[src/rtl/function_return_pkg.sv]
// Shared types for the function-return (frame pop) controller: FSM encoding and stats width.
package function_return_pkg;

  typedef enum logic [2:0] {
    S_IDLE  = 3'd0,
    S_READ  = 3'd1,
    S_LATCH = 3'd2,
    S_HOLD  = 3'd3,
    S_UFLOW = 3'd4
  } state_t;

  localparam int STATS_WIDTH = 16;

endpackage

[src/rtl/function_return.sv]
// Function-return controller: pops one frame from the external return-address / saved-TOS stacks.
// Optional return counter output RET_COUNT is built when FUNCTION_RETURN_STATS_EN is defined.
//
// state | meaning
// IDLE  | waiting for RET_REQ
// READ  | read address presented to the stack memories
// LATCH | memory data captured, frame pointer decrement pulsed
// HOLD  | restored frame presented until RET_ACK
// UFLOW | return requested with empty stack, underflow pulsed
module function_return
  import function_return_pkg::*;
#(
  parameter int DATA_WIDTH = 8,
  parameter int ADDR_WIDTH = 12
) (
  input  logic                  clk,
  input  logic                  reset,
  input  logic                  RET_REQ,
  input  logic                  RET_ACK,
  input  logic [ADDR_WIDTH-1:0] FRAME_DEPTH_IN,
  input  logic [ADDR_WIDTH-1:0] STACK_FUNCTION_DATA_IN,
  input  logic [ADDR_WIDTH-1:0] STACK_TOS_DATA_IN,
  output logic [ADDR_WIDTH-1:0] STACK_RD_ADDR,
  output logic [ADDR_WIDTH-1:0] RET_PC_OUT,
  output logic [ADDR_WIDTH-1:0] RET_TOS_OUT,
  output logic                  RET_VALID,
  output logic                  RET_BUSY,
  output logic                  CTRL_DEPTH_DEC,
  output logic                  RET_UNDERFLOW
`ifdef FUNCTION_RETURN_STATS_EN
  ,
  output logic [STATS_WIDTH-1:0] RET_COUNT
`endif
);

  localparam int unused_data_width = DATA_WIDTH;

  state_t state, next_state;
  logic   accept;

  assign accept = (state == S_IDLE) && RET_REQ && (FRAME_DEPTH_IN != '0);

  always_ff @(posedge clk) begin
    if (reset) state <= S_IDLE;
    else       state <= next_state;
  end

  always_comb begin
    next_state = state;
    unique case (state)
      S_IDLE: begin
        if (RET_REQ) next_state = (FRAME_DEPTH_IN != '0) ? S_READ : S_UFLOW;
      end
      S_READ:  next_state = S_LATCH;
      S_LATCH: next_state = S_HOLD;
      S_HOLD:  if (RET_ACK) next_state = S_IDLE;
      S_UFLOW: next_state = S_IDLE;
      default: next_state = S_IDLE;
    endcase
  end

  // Status outputs are gated by reset so a pop in flight leaves no pulse behind.
  always_comb begin
    RET_BUSY       = 1'b0;
    RET_VALID      = 1'b0;
    CTRL_DEPTH_DEC = 1'b0;
    RET_UNDERFLOW  = 1'b0;
    if (!reset) begin
      RET_BUSY       = (state != S_IDLE);
      RET_VALID      = (state == S_HOLD);
      CTRL_DEPTH_DEC = (state == S_LATCH);
      RET_UNDERFLOW  = (state == S_UFLOW);
    end
  end

  always_ff @(posedge clk) begin
    if (reset) begin
      STACK_RD_ADDR <= '0;
      RET_PC_OUT    <= '0;
      RET_TOS_OUT   <= '0;
    end else begin
      if (accept) STACK_RD_ADDR <= FRAME_DEPTH_IN - 1'b1;
      if (state == S_LATCH) begin
        RET_PC_OUT  <= STACK_FUNCTION_DATA_IN;
        RET_TOS_OUT <= STACK_TOS_DATA_IN;
      end
    end
  end

`ifdef FUNCTION_RETURN_STATS_EN
  always_ff @(posedge clk) begin
    if (reset) RET_COUNT <= '0;
    else if (state == S_LATCH && RET_COUNT != {STATS_WIDTH{1'b1}})
      RET_COUNT <= RET_COUNT + 1'b1;
  end
`endif

endmodule

[config.mk]
export PLATFORM = sky130hd
export DESIGN_NAME = function_return
export DESIGN_NICKNAME = d
export VERILOG_FILES = /design/src/rtl/function_return_pkg.sv /design/src/rtl/function_return.sv
export SDC_FILE = /design/constraint.sdc
export NUM_CORES = 1
export LEC_CHECK = 0
export ABC_AREA = 1
export BUFFER_PORTS_ARGS = -buffer_cell sky130_fd_sc_hd__buf_2
export CAP_MARGIN = 20
export CORE_ASPECT_RATIO = 0.8
export CORE_UTILIZATION = 50
export CTS_CLUSTER_DIAMETER = 100
export CTS_CLUSTER_SIZE = 28
export DETAILED_ROUTE_END_ITERATION = 6
export PLACE_DENSITY = 0.8
export SLEW_MARGIN = 25
export SYNTH_ARGS = -nofsm -noshare
export SYNTH_HDL_FRONTEND = slang
export SYNTH_SLANG_ARGS = --single-unit
export TNS_END_PERCENT = 20
[constraint.sdc]
create_clock -name clk -period 3.7 [get_ports clk]
set_input_delay 0.74 -clock clk [delete_from_list [all_inputs] [get_ports clk]]
set_output_delay 0.74 -clock clk [all_outputs]
set_load 0.05 [all_outputs]
* Word-level counts from Yosys, hierarchy flattened
Cells that the tools add are included.
** Storage, ports and cells
- Bits in registers :: 39
- Bits of input ports :: 40
- Output and inout bits :: 40
- Logic and storage cells :: 25
** Cells by class
- Add/subtract/negate cells :: 1
- Equal/unequal tests :: 6
- Muxes and demuxes :: 8
- Reductions and logical operators :: 6
** Operators by type and width (count)
- 3-bit one-hot mux with 4 select lines :: 1
- 12-bit nonzero test :: 1
- 12-bit by 1-bit subtractor with 12-bit output (second input constant) :: 1
- 3-bit two-way mux :: 3
- 3-bit by 2-bit == test with 1-bit output (second input constant) :: 2
- 1-bit two-way mux :: 4
- 2-bit inequality test (second input constant) :: 2
- 3-bit by 1-bit == test with 1-bit output (second input constant) :: 1
- 3-bit == test (second input constant) :: 1
- 3-bit zero test :: 1
- 3-bit nonzero test :: 1
- 1-bit logical AND :: 2
- 2-bit AND reduction :: 1

* Longest topological paths before layout
- Depth after elaboration :: 4
- Depth in mapped cells :: 10
- Mapped depth without buffers :: 9

* Worst setup path after synthesis
No wires, ideal clock.
- Kind :: input to output
- Start point :: in reset
- End point :: out RET_UNDERFLOW
- Data arrival time :: 1.992 ns
- Data required time :: 2.960 ns
- Path slack :: 0.968 ns
- Stages on the path :: 2
- Buffers on the path :: 1
- Cells stage by stage :: buf_2 -> nor3_1
** On the way
- Longest elaborated chain between the ends :: 1
** Ends and longest elaborated chain
- start, declared :: line function_return.sv:17 : input logic reset,
- 1-bit two-way mux :: line function_return.sv:68 : if (!reset) begin
- end, declared :: line function_return.sv:29 : output logic RET_UNDERFLOW
Every way passes these cells.

* Worst setup path in the final report
- Start point :: reg state[2]
- End point :: out CTRL_DEPTH_DEC
** On the way
- Longest elaborated chain between the ends :: 2
** Ends and longest elaborated chain
- start, declared :: line function_return.sv:38 : state_t state, next_state;
- start signal, assigned :: line function_return.sv:45 : else state <= next_state;
- 3-bit by 2-bit == test with 1-bit output :: line function_return.sv:71 : CTRL_DEPTH_DEC = (state == S_LATCH);
- 1-bit two-way mux :: line function_return.sv:68
- end, declared :: line function_return.sv:28 : output logic CTRL_DEPTH_DEC,
Every way passes these cells.

==> impl_metrics.ini <==
[status]
status = completed

[power]
p_sw_uw = 412
vdd.ir_drop.worst_mv = 0.389
power_frac_seq = 0.434
p_per_area_nw_per_um2 = 482
p_int_uw = 698
switching_share = 0.371
power.static_leakage_uw = 0.00118
power_frac_comb = 0.310
clkPwrFrac = 0.256

[timing]
relSlewSlack = 0.415
grt_setup_unrepaired = no
hold_viol_final = 0
maxSlewViolCount = 0
max_freq_mhz = 464
layout_worst_path_cycle_share = 0.583
worst_pin_slew_ns = 0.876
fin_tns_setup_ns = 0
fin_skew_ns = 0.00397
setup_viol = 0
min_period_ns = 2.16

[floorplanning]
start_util = 0.528
die_w_um = 69.5
placementRows = 19
die_h_um = 56.0
pin_count = 80
die-area_um2 = 3890
core-area_um2 = 3450

[clocking]
clock_tree.buffer_depth = 2
postCtsHoldBufs = 0
cts_tree = built
cts-root-buf = clkbuf_8
clock-sinks = 39
clk_pin_slew_ns = 0.07
insertion_delay_ns = 0.29
cts_buffers = 5
post_cts_buffers = 0
cts_resized = 0
htree_levels = 2

[synth]
async_flop_share = 0
synth_flop_cell = dfxtp_1
yosysTopAreaCellShare = 0.429
ys_top_cells_by_area = dfxtp_1, nor2_1, nand2_1, o21ai_0, inv_1
synth_cells = 262
syn_avg_cell_area_um2 = 6.95
yosysUniqueCellTypes = 26
synth_edf_count = 0
synth_largest_area_cell = dfxtp_1
yosys_warnings = 0
synth_fp_nets = 304
synth_area_um2 = 1820
yosysSeqAreaShare = 0.429
ys_seq_elements = 39

[global_route]
grt_first_pass_wirelength_mm = 6.97
gr-usage-all-layers = 0.226
antenna_found_initial = 0
grt_max_degree = 35
grt_pass1_vias = 1595
grt_overflow = 0

[routing]
drt-wirelength-per-cell_um = 10.7
vias_per_cell = 4.69
num_vias = 1788
routed_wl_mm = 4.08
drtIter0Drc = 81
drtAntennaViolNets = 0
dr.pass1.iters = 4
drc_errors = 0

[placement]
numPlacedInstances = 374
place.gp.congestion = 0.849
placement.io_buffers = 79
hpwl_mm = 2.95

[setup_path]
path_class = flip-flop to output port
worstPathArrival_ns = 1.42
required_ns = 2.96
critical_path_peak_fanout = 26
start_kind = flip-flop
endpoint_kind = output port

[flow_run]
max-cap-violations = 0

[layout]
drive_gt1_frac = 0.295
layout.nets = 381
syn2layout_area_growth_pct = 26.5
instances_no_fill = 381
n_antenna_cell = 0
fillerInstances = 326

[min_path]
hp-class = flip-flop to flip-flop
per-layer routing:
layer	vias to the layer above	wire length (um)	share of wire	GRT usage
met2	49	1830	0.45	0.374
met1	767	1940	0.48	0.283
met5	-	0	0	0
met4	0	52	0.013	0.0787
li1	965	-	-	-
met3	7	256	0.063	0.0616
per-stage QoR:
stage	worst slack, ns	utilization	hold slack, ns	total power [uW]	instance area, um^2
CTS	1.55	0.668	0.468	1120	2300
floorplan	0.968	-	0.465	758	1820
detailed placement	1.57	0.643	0.457	836	2220
finish	1.54	0.668	0.466	1110	2300
global placement	1.61	0.643	0.457	831	2220
global route	1.45	0.668	0.480	1170	2300
state kept, by name (all words and copies together) (netlist names):
signal	count
RET_TOS_OUT	12
STACK_RD_ADDR	12
RET_PC_OUT	12
state	3
area by class of cell:
class                           instances  area [um^2]  area share
Timing Repair Buffer                   80          403       0.175
Sequential cell                        39          781       0.339
Inverter                               23         86.3      0.0375
Multi-Input combinational cell        190          893       0.388
Clock inverter                          1         5.00     0.00217
Clock buffer                            6         82.6      0.0359
Tap cell                               42         52.6      0.0228
cell usage after synthesis, drive strengths merged, types with 2 or more instances:
cell type  count
nor2          83
nand2         47
dfxtp         39
o21ai         26
inv           23
nand3         11
a21oi          9
buf            6
clkbuf         4
xnor2          4
ha             2
nand3b         2
nor3           2
cells by family after synthesis:
logic type | share of synthesized area
AO/OA/AOI/OAI | 0.104
XOR/XNOR | 0.0192
adder cells (fa/ha/maj) | 0.0137
buffers and inverters | 0.0804
flip-flops | 0.429
AND/OR/NAND/NOR | 0.353
worst max-delay path, cell delays in order (launching register included):
cell,delay [ns]
dfxtp_1,0.35
nor2_2,0.15
nand2_1,0.06
buf_4,0.21
nor2_1,0.10
buf_2,0.26
path summary, 6_finish.rpt:
check,slack (ns),to,startpoint,depth (start not counted)
setup / recovery,1.54,CTRL_DEPTH_DEC,state[2],5
hold / removal,0.47,STACK_RD_ADDR[4],STACK_RD_ADDR[4],2
setup reg to reg,2.04,RET_TOS_OUT[5],state[2],6
hold reg to reg,0.47,STACK_RD_ADDR[4],STACK_RD_ADDR[4],2
power groups by stage:
stage	sequential, uW	clock (uW)	combinational (uW)
final	482	284	345
after global routing	487	312	374
after CTS	482	291	346
after detailed placement	491	0	345
after global placement	490	0	342
after floorplan	629	0	129
layout by cell type (no fill, tap or decap), drive strengths merged:
cell type / instances
a21oi: 9
and3: 1
buf: 80
clkbuf: 6
clkinv: 1
dfxtp: 39
ha: 2
inv: 23
nand2: 47
nand3: 11
nand3b: 2
nor2: 83
nor3: 2
nor4: 1
o211ai: 1
o21ai: 26
or3: 1
xnor2: 4
No activity file was read; power rests on OpenSTA's default activity.
